==> src/rtl/adder_pipe_nbit_if.sv <==
// Streaming handshake bundle for adder_pipe_nbit: operand side (a/b/carry_in with
// in_valid/in_ready) and result side (sum/overflow with out_valid/out_ready).
interface adder_pipe_nbit_if #(
  parameter int NUM_BITS = 16
);

  logic [NUM_BITS-1:0] a;
  logic [NUM_BITS-1:0] b;
  logic                carry_in;
  logic                in_valid;
  logic                in_ready;
  logic [NUM_BITS-1:0] sum;
  logic                overflow;
  logic                out_valid;
  logic                out_ready;

  // The master is the surrounding datapath: it produces operands and consumes results.
  modport master (
    output a, b, carry_in, in_valid, out_ready,
    input  in_ready, sum, overflow, out_valid
  );

  modport slave (
    input  a, b, carry_in, in_valid, out_ready,
    output in_ready, sum, overflow, out_valid
  );

endinterface

==> src/rtl/adder_pipe_nbit.sv <==
// Pipelined NUM_BITS unsigned adder, one W-bit carry-chained slice per stage.
// Optional macro ADDER_SAT_EN: clamp the sum to all ones when the final carry is set.
module adder_pipe_nbit #(
  parameter int NUM_BITS   = 16,
  parameter int NUM_STAGES = 4
) (
  input logic              clk,
  input logic              n_rst,
  adder_pipe_nbit_if.slave bus
);

  localparam int W = NUM_BITS / NUM_STAGES;

  logic                  advance;

  logic [NUM_STAGES-1:0] valid_q;
  logic [NUM_STAGES-1:0] carry_q;
  logic [NUM_STAGES-1:0] carry_d;
  logic [NUM_BITS-1:0]   opA_q [NUM_STAGES];
  logic [NUM_BITS-1:0]   opB_q [NUM_STAGES];
  logic [NUM_BITS-1:0]   sum_q [NUM_STAGES];
  logic [NUM_BITS-1:0]   sum_d [NUM_STAGES];

  logic [NUM_STAGES-1:0] validIn;
  logic [NUM_STAGES-1:0] carryIn;
  logic [NUM_BITS-1:0]   aIn   [NUM_STAGES];
  logic [NUM_BITS-1:0]   bIn   [NUM_STAGES];
  logic [NUM_BITS-1:0]   sumIn [NUM_STAGES];

  // The whole pipe moves as one; a stalled consumer freezes every stage, bubbles included.
  assign advance      = bus.out_ready || !valid_q[NUM_STAGES-1];
  assign bus.in_ready = advance;

  assign bus.sum       = sum_q[NUM_STAGES-1];
  assign bus.overflow  = carry_q[NUM_STAGES-1];
  assign bus.out_valid = valid_q[NUM_STAGES-1];

  always_comb begin : stageInputs
    aIn[0]     = bus.a;
    bIn[0]     = bus.b;
    sumIn[0]   = '0;
    carryIn[0] = bus.carry_in;
    validIn[0] = bus.in_valid;
    for (int k = 1; k < NUM_STAGES; k++) begin
      aIn[k]     = opA_q[k-1];
      bIn[k]     = opB_q[k-1];
      sumIn[k]   = sum_q[k-1];
      carryIn[k] = carry_q[k-1];
      validIn[k] = valid_q[k-1];
    end
  end

  // Stage k adds slice k of its skewed operands and merges it into the partial sum
  // carried along from the lower stages, so all slices of one result leave together.
  always_comb begin : sliceAdders
    logic [W:0] slice;
    slice   = '0;
    carry_d = '0;
    for (int k = 0; k < NUM_STAGES; k++) begin
      slice = {1'b0, aIn[k][k*W +: W]} + {1'b0, bIn[k][k*W +: W]} + {{W{1'b0}}, carryIn[k]};
      sum_d[k]           = sumIn[k];
      sum_d[k][k*W +: W] = slice[W-1:0];
      carry_d[k]         = slice[W];
    end
`ifdef ADDER_SAT_EN
    if (carry_d[NUM_STAGES-1]) begin
      sum_d[NUM_STAGES-1] = '1;
    end
`endif
  end

  always_ff @(posedge clk or negedge n_rst) begin
    if (!n_rst) begin
      valid_q <= '0;
      carry_q <= '0;
      for (int k = 0; k < NUM_STAGES; k++) begin
        opA_q[k] <= '0;
        opB_q[k] <= '0;
        sum_q[k] <= '0;
      end
    end else if (advance) begin
      valid_q <= validIn;
      carry_q <= carry_d;
      for (int k = 0; k < NUM_STAGES; k++) begin
        opA_q[k] <= aIn[k];
        opB_q[k] <= bIn[k];
        sum_q[k] <= sum_d[k];
      end
    end
  end

endmodule

==> src/flat_wrapper.sv <==
// flat-port wrapper written by rule: the top's interface ports become plain ports
module adder_pipe_nbit_flat 
#(
  parameter int NUM_BITS   = 16,
  parameter int NUM_STAGES = 4
)
  (clk, n_rst, bus_a, bus_b, bus_carry_in, bus_in_valid, bus_out_ready, bus_in_ready, bus_sum, bus_overflow, bus_out_valid);
  adder_pipe_nbit_if #(.NUM_BITS(NUM_BITS)) bus_i ();
  input logic clk;
  input logic n_rst;
  input wire logic [$bits(bus_i.a)-1:0] bus_a;
  input wire logic [$bits(bus_i.b)-1:0] bus_b;
  input wire logic [$bits(bus_i.carry_in)-1:0] bus_carry_in;
  input wire logic [$bits(bus_i.in_valid)-1:0] bus_in_valid;
  input wire logic [$bits(bus_i.out_ready)-1:0] bus_out_ready;
  output wire logic [$bits(bus_i.in_ready)-1:0] bus_in_ready;
  output wire logic [$bits(bus_i.sum)-1:0] bus_sum;
  output wire logic [$bits(bus_i.overflow)-1:0] bus_overflow;
  output wire logic [$bits(bus_i.out_valid)-1:0] bus_out_valid;
  assign bus_i.a = bus_a;
  assign bus_i.b = bus_b;
  assign bus_i.carry_in = bus_carry_in;
  assign bus_i.in_valid = bus_in_valid;
  assign bus_i.out_ready = bus_out_ready;
  assign bus_in_ready = bus_i.in_ready;
  assign bus_sum = bus_i.sum;
  assign bus_overflow = bus_i.overflow;
  assign bus_out_valid = bus_i.out_valid;
  adder_pipe_nbit #(.NUM_BITS(NUM_BITS), .NUM_STAGES(NUM_STAGES)) u_core (.clk(clk), .n_rst(n_rst), .bus(bus_i));
endmodule
==> config.mk <==
export PLATFORM = sky130hd
export DESIGN_NAME = adder_pipe_nbit_flat
export DESIGN_NICKNAME = d
export VERILOG_FILES = /design/src/rtl/adder_pipe_nbit_if.sv /design/src/rtl/adder_pipe_nbit.sv /design/src/flat_wrapper.sv
export SDC_FILE = /design/constraint.sdc
export NUM_CORES = 1
export LEC_CHECK = 0
export CORE_MARGIN = 2
export CORE_UTILIZATION = 50
export CTS_CLUSTER_SIZE = 24
export DETAILED_ROUTE_END_ITERATION = 10
export DONT_BUFFER_PORTS = 1
export GPL_ROUTABILITY_DRIVEN = 0
export GPL_TIMING_DRIVEN = 1
export RECOVER_POWER = 50
export REMOVE_ABC_BUFFERS = 1
export SYNTH_ARGS = -nofsm -noshare
export SYNTH_HDL_FRONTEND = slang
export SYNTH_SLANG_ARGS = --single-unit
==> constraint.sdc <==
create_clock -name clk -period 4.16 [get_ports clk]
set_input_delay 0.832 -clock clk [delete_from_list [all_inputs] [get_ports clk]]
set_output_delay 0.832 -clock clk [all_outputs]
set_load 0.1 [all_outputs]
* After elaboration in Yosys (flattened, before gate mapping)
Index checks and enable logic that the tools add are counted.
Cells by class: reductions and logical operators 2, $add $sub $neg 8
Operators with widths (count):
- adder 4 x 4 -> 5 bit | 4
- adder 5 x 1 -> 5 bit | 4
- logical NOT 1 bit | 1
- logical OR 1 bit | 1
Word-level totals: register bits after elaboration 144, output and inout bits 19, bits of input ports 37

* Depth between registers and ports, before layout
Gate-level depths: netlist (run 1).
word-level depth 2, mapped depth 7, mapped depth without buffers 6

* Worst setup path after synthesis (run 1)
Ideal clock, no wire load.
path kind register -> output, from register u_core.valid_q[3], to output port bus_in_ready, data required time 3328 ps, slack 1630 ps, arrival time 1698 ps, stages on the path, launching flop included 5, buffers on the path 2, path through dfrtp_1 nor2b_2 buf_6 inv_2 buf_2
Between the ends: longest elaborated chain between the ends 2
Ends and longest elaborated chain:
- start, declared | line adder_pipe_nbit.sv:16 | logic [NUM_STAGES-1:0] valid_q;
- start signal, assigned | line adder_pipe_nbit.sv:82 | valid_q <= validIn;
- logical NOT 1 bit | line adder_pipe_nbit.sv:31 | assign advance = bus.out_ready || !valid_q[NUM_STAGES-1];
- logical OR 1 bit | line adder_pipe_nbit.sv:31
- end, declared | line flat_wrapper.sv:16 | output wire logic [$bits(bus_i.in_ready)-1:0] bus_in_ready;
Every way passes these cells.

* Worst setup path after layout (run 1)
Ends and elaborated chain as after synthesis.

==> results.md, run 1 <==
* Mean Syn Cell Area at 9.33 µm²
* R2r startpoint: u_core.valid_q[3]
* Hold WC Path Type: input port to async pin
* Ant diodes at 0
* Final setup viols at 0
* Clock group share of total power at 16.0%
* First-pass GRT wire length at 11600 µm
* Worst Setup End Kind: primary output
* Crit path arrival time at 2260 ps
* Clock root buffer: clkbuf_8
* Starting Density at 51.0%
* F_max at 0.323 GHz
* WP data required at 3330 ps
* Die area at 8990 µm²
* Actual slew at the worst max-slew pin at 1190 ps
* Post-synth cell types at 19
* Dpl hpwl at 4130 µm
* Clk pin slew, worst setup/hold paths at 90 ps
* Vias at 2657
* First-pass DRT Iterations at 4
* Commonest non-fill, non-tap cell in the layout: nand2_1
* Share of cells above drive strength 1 at 4.10%
* Synth Warn # at 0
* Power Dens Cells at 869 nW/µm²
* Crit share post-route at 74.4%
* Post-CTS sizing at 0
* Remaining Overflow, GRT at 0
* Final min period at 3100 ps
* Initial antenna violation count at 0
* Post-CTS Setup Bufs at 0
* Final Net Count at 492
* Residual DRC at 0
* Clk_skew at 7.68 ps
* Clock sinks at 96
* Wire length per cell at 12.4 µm
* Clk Latency, worst-skew pair at 350 ps
* Final WS setup at 1060 ps
* Worst VDD drop at 471 µV
* FF+latch count, synth at 96
* Vias in the first global route at 2556
* Switching share of power at 46.5%
* Combinational Power Share at 26.5%
* GRT Total Usage at 16.7%
* Critical path type: register to primary output
* Reg2reg path depth at 4
* Total CTS buffers at 9
* Crit-path max FO at 53
* Antenna Nets Post-Route at 0
* DR vias/cell at 4.88
* Netlist Area Pre-Place at 4120 µm²
* Slew Limit Fails at 0
* RSZ-0062 raised after global routing: no
* Dpl ws at 1850 ps
* Relative slew slack at 20.4%
* Max Cap Violations at 0
* Port bufs at 0
* Final hold vios at 0
* Die height at 94.8 µm
* # hold bufs at CTS at 0
* Switching power at 1.74 mW
* Iter 0 DRT Violations at 152
* Register area share after synthesis at 58.3%
* Int Power at 2.00 mW
* R2R Path End: u_core.sumIn[35]
* Slack of the worst reg-to-reg path at 1460 ps
* Startpoint types: register
* Die Wd at 94.8 µm
* Row count at 33
* Most frequent cells in the layout: nand2_1 (237), dfrtp_1 (96), a21oi_1 (15), nor2_1 (13)
* Core ar. at 8090 µm²
* Fillers at 796
* # H-tree levels at 3
* CTS Buffer Depth at 2
* WHS at 161 ps
* Mapped Cells at 442
* Multi-input combinational cell area at 1520 µm²
* Outcome: completed
* Reg power frac at 57.4%
* Leak pwr at 2.27 nW
* Largest net degree at the start of global routing at 97
* Area delta synth->final at 4.52%
* Final WL at 6730 µm
* Sequential standard cell area at 2400 µm²
* CTS tree: done
* IO Count at 56
-- flip-flops by register name, indices dropped and copies added, names as in the netlist --
signal	count
u_core.bIn	24
u_core.carry_q	4
u_core.sumIn	24
u_core.valid_q	4
u_core.bus.sum	16
u_core.aIn	24
-- cell families after synthesis --
logic type      Yosys count  share of synthesized area [%]
simple gates            255                           23.6
flops                    96                           58.3
compound gates           32                           4.19
buf+inv                  31                           4.76
fa+ha+maj                20                           7.52
xor+xnor                  8                           1.70
-- routing by layer --
metal	vias up	track usage (%)	wire length (µm)
met5	-	0	0
met4	0	7.61	132
met3	12	4.39	384
met2	56	26.5	3130
met1	1248	21.4	3090
li1	1341	-	-
-- worst max-delay path by stage --
stage	slack, ps	cells past startpoint	start	to
finish	1060	3	u_core.valid_q[3]	bus_in_ready
global route	900	3	u_core.valid_q[3]	bus_in_ready
CTS	1600	3	u_core.valid_q[3]	bus_in_ready
detailed placement	1850	5	bus_out_ready	u_core.carry_q[0]
global placement	1870	4	bus_out_ready	u_core.aIn[37]
floorplan	-790	2	u_core.valid_q[3]	bus_in_ready
-- metrics by stage --
step                util [%]  power, mW  cells  TNS [ps]  cell area, µm²
floorplan                  -       2.96    421    -39160            3970
global placement        51.0       3.16    529         0            4130
detailed placement      51.0       3.20    529         0            4130
CTS                     53.4       3.81    544         0            4320
global route            53.3       4.06    544         0            4310
finish                  53.3       3.75    544         0            4310
-- cells in the mapped netlist (all sizes together) --
cell    instances  share of area [%]
nand2         237                 22
dfrtp          96                 58
a21oi          15                1.8
buf            15                3.3
nor2           13                1.2
ha             12                3.6
o21ai          12                1.5
inv            10               0.91
fa              8                3.9
xor2            7                1.5
clkbuf          6               0.55
a21o            5               0.91
nor2b           4               0.67
nand2b          1               0.15
xnor2           1               0.21
-- critical path, stage by stage, from the launching register on --
cell      delay, ps
dfrtp_1         330
clkbuf_1        880
nor2b_1         360
inv_4           340
-- power by group through the flow --
| stage | Clock (mW) | Combinational (mW) | Sequential, mW |
|---|---|---|---|
| finish | 0.600 | 0.994 | 2.15 |
| global route | 0.665 | 1.18 | 2.21 |
| CTS | 0.623 | 1.03 | 2.16 |
| detailed placement | 0 | 1.02 | 2.18 |
| global placement | 0 | 0.988 | 2.17 |
| floorplan | 0 | 0.799 | 2.16 |
-- layout make-up --
type / count / area share [%]
clock buffers: 10 / 3.19
well taps: 105 / 3.05
multi-input cells: 315 / 35.3
repair buffers: 3 / 0.435
inverters: 10 / 0.929
clock inverters: 5 / 1.34
flip-flops and latches: 96 / 55.7
Power figures use the tool's default switching activity.
==> inputs of run 2 (changes only) <==
- PLACE_DENSITY: default -> 0.68
- clock period: 4.16 -> 2.7 ns (I/O delays scaled with it)
==> run 2 against run 1 <==
Non-clock buffer count grew 1. Combinational power grew 53%. The flow now finishes with violations (negative hold slack). Worst hold slack lost 290 ps. Global-route usage shrank 0.82 points. Largest cell class unchanged. Highest routed layer unchanged. Worst setup slack lost 470 ps.
==> results.md, run 2 (same netlist as run 1, synthesis figures left out) <==
* Outcome: complete, but fails checks
* Failing checks: negative hold slack
* Hold WC Path Type: input port to async pin
* Die Wd at 94.8 µm (unchanged)
* Wire length per cell at 11.6 µm (-6.2%)
* DR vias/cell at 4.79 (-1.8%)
* Final setup viols at 0 (unchanged)
* Delay-heaviest family, CP: buffers and inverters
* WP data required at 2160 ps (-1170 ps)
* CTS tree: done
* Iter 0 DRT Violations at 152 (unchanged)
* Vias at 2618 (-1.5%)
* Clk Latency, worst-skew pair at 350 ps (about the same)
* Final Net Count at 493 (+0.20%)
* Busiest grt layer: met2
* Dpl hpwl at 4030 µm (-2.4%)
* Initial antenna violation count at 0 (unchanged)
* Max Cap Violations at 0 (unchanged)
* Final min period at 2100 ps
* Starting Density at 51.0% (unchanged)
* GR Util met1 at 20.4% (-1.0 points)
* Startpoint types: register
* First-pass GRT wire length at 11100 µm (-4.2%)
* Slack of the worst reg-to-reg path at 690 ps (-770 ps)
* CTS Buffer Depth at 2 (unchanged)
* Remaining Overflow, GRT at 0 (unchanged)
* Final WL at 6330 µm (-5.9%)
* Share of cells above drive strength 1 at 4.54% (+0.43 points)
* Area delta synth->final at 5.25%
* Total chip power at 5.86 mW (+56%)
* Clk pin slew, worst setup/hold paths at 90 ps (about the same)
* IO Count at 56 (unchanged)
* Total CTS buffers at 9 (unchanged)
* WHS at -134 ps (-295 ps)
* # H-tree levels at 3 (unchanged)
* Clk_skew at 9.84 ps (+2.15 ps)
* Crit share post-route at 77.9%
* Largest net degree at the start of global routing at 97 (unchanged)
* Power Dens Cells at 1350 nW/µm² (+55%)
* F_max at 0.476 GHz
* First-pass DRT Iterations at 4 (unchanged)
* Clock root buffer: clkbuf_8
* Final hold vios at 96 (+96)
* Met3 GRT Util at 4.31% (-0.080 points)
* Crit path arrival time at 1560 ps (-700 ps)
* DP Area at 4150 µm² (+0.49%)
* Actual slew at the worst max-slew pin at 1170 ps (-28.3 ps)
* Final instance area at 4340 µm² (+0.70%)
* Crit-path max FO at 2 (-96%)
* Slowest cell on the critical path: clkbuf_1
* Leak pwr at 2.29 nW (+0.66%)
* Die area at 8990 µm² (unchanged)
* Ant diodes at 0 (unchanged)
* Antenna Nets Post-Route at 0 (unchanged)
* Post-Place Cells at 530 (+0.19%)
* Most frequent cells in the layout: nand2_1 (237), dfrtp_1 (96), a21oi_1 (15), nor2_1 (13)
* GRT Total Usage at 15.9% (-0.82 points)
* Finished Layout Cells at 546 (+0.37%)
* Crit path buf inv count at 1 (-1)
* Commonest non-fill, non-tap cell in the layout: nand2_1
* Critical path type: register to primary output
* Slew Limit Fails at 0 (unchanged)
* Reg2reg path depth at 4 (unchanged)
* Post-CTS Setup Bufs at 0 (unchanged)
* Row count at 33 (unchanged)
* Fillers at 768 (-3.5%)
* Crit-path cells: clkbuf_1
* R2r startpoint: u_core.valid_q[3]
* Residual DRC at 0 (unchanged)
* Relative slew slack at 22.6% (+2.2 points)
* Max incr delay on CP at 860 ps (-20 ps)
* Vias in the first global route at 2502 (-2.1%)
* Setup TNS at 0 ps (unchanged)
* GRT met2 Usage at 25.2% (-1.3 points)
* Post-CTS sizing at 0 (unchanged)
* R2R Path End: u_core.bIn[37]
* RSZ-0062 raised after global routing: no
* Port bufs at 0 (unchanged)
* Worst Setup End Kind: primary output
* Core ar. at 8090 µm² (unchanged)
* Worst VDD drop at 481 µV (+2.0%)
* Die height at 94.8 µm (unchanged)
* Clock sinks at 96 (unchanged)
## run 2: cell types whose count changed in the layout (fill, tap and decap cells not counted), sizes merged
cell	delta
bufinv	+1
clkinv	+1
## run 2: worst max-delay path by stage
| stage | startpoint | endpoint | slack [ps] | cells after the start |
|---|---|---|---|---|
| 5_1_grt | u_core.valid_q[3] | u_core.bIn[37] | 540 | 4 |
| 3_5_place_dp | u_core.bIn[24] | u_core.carry_q[2] | 900 | 5 |
| 4_1_cts | u_core.bus.sum[7] | bus_sum[7] | 810 | 0 |
| 2_1_floorplan | u_core.valid_q[3] | bus_in_ready | -1960 | 2 |
| 3_3_place_gp | u_core.bIn[24] | u_core.carry_q[2] | 910 | 5 |
| 6_report | u_core.valid_q[3] | bus_out_valid | 600 | 1 |
## run 2: metal layers
metal / part of all wire (%) / vias up
met5: 0 / -
met2: 48 / 40
met4: 1.4 / 0
met3: 4.1 / 8
met1: 46 / 1228
li1: - / 1342
## run 2: cell type report
cell class | count | area [µm²] | share of cell area, %
Clock inverter | 7 | 96.3 | 2.22
Inverter | 10 | 40.0 | 0.922
Multi-Input combinational cell | 315 | 1520 | 35.1
Tap cell | 105 | 131 | 3.03
Timing Repair Buffer | 4 | 23.8 | 0.548
Clock buffer | 9 | 124 | 2.85
Sequential cell | 96 | 2400 | 55.3
## run 2: metrics by stage
stage                     setup WS, ps  hold WS [ps]  util (%)
after floorplan                  -1960           244         -
final                              598          -134      53.6
after global routing               544          -166      53.6
after CTS                          810          -158      54.0
after detailed placement           896           246      51.2
after global placement             915           246      51.2
## run 2: power breakdown
| group | total [mW] | internal (mW) | leakage (nW) | switching [mW] |
|---|---|---|---|---|
| Combinational | 1.52 | 0.603 | 1.03 | 0.917 |
| Sequential | 3.33 | 2.04 | 1.16 | 1.29 |
| Clock | 1.01 | 0.521 | 0.101 | 0.490 |
| Total | 5.86 | 3.16 | 2.29 | 2.69 |
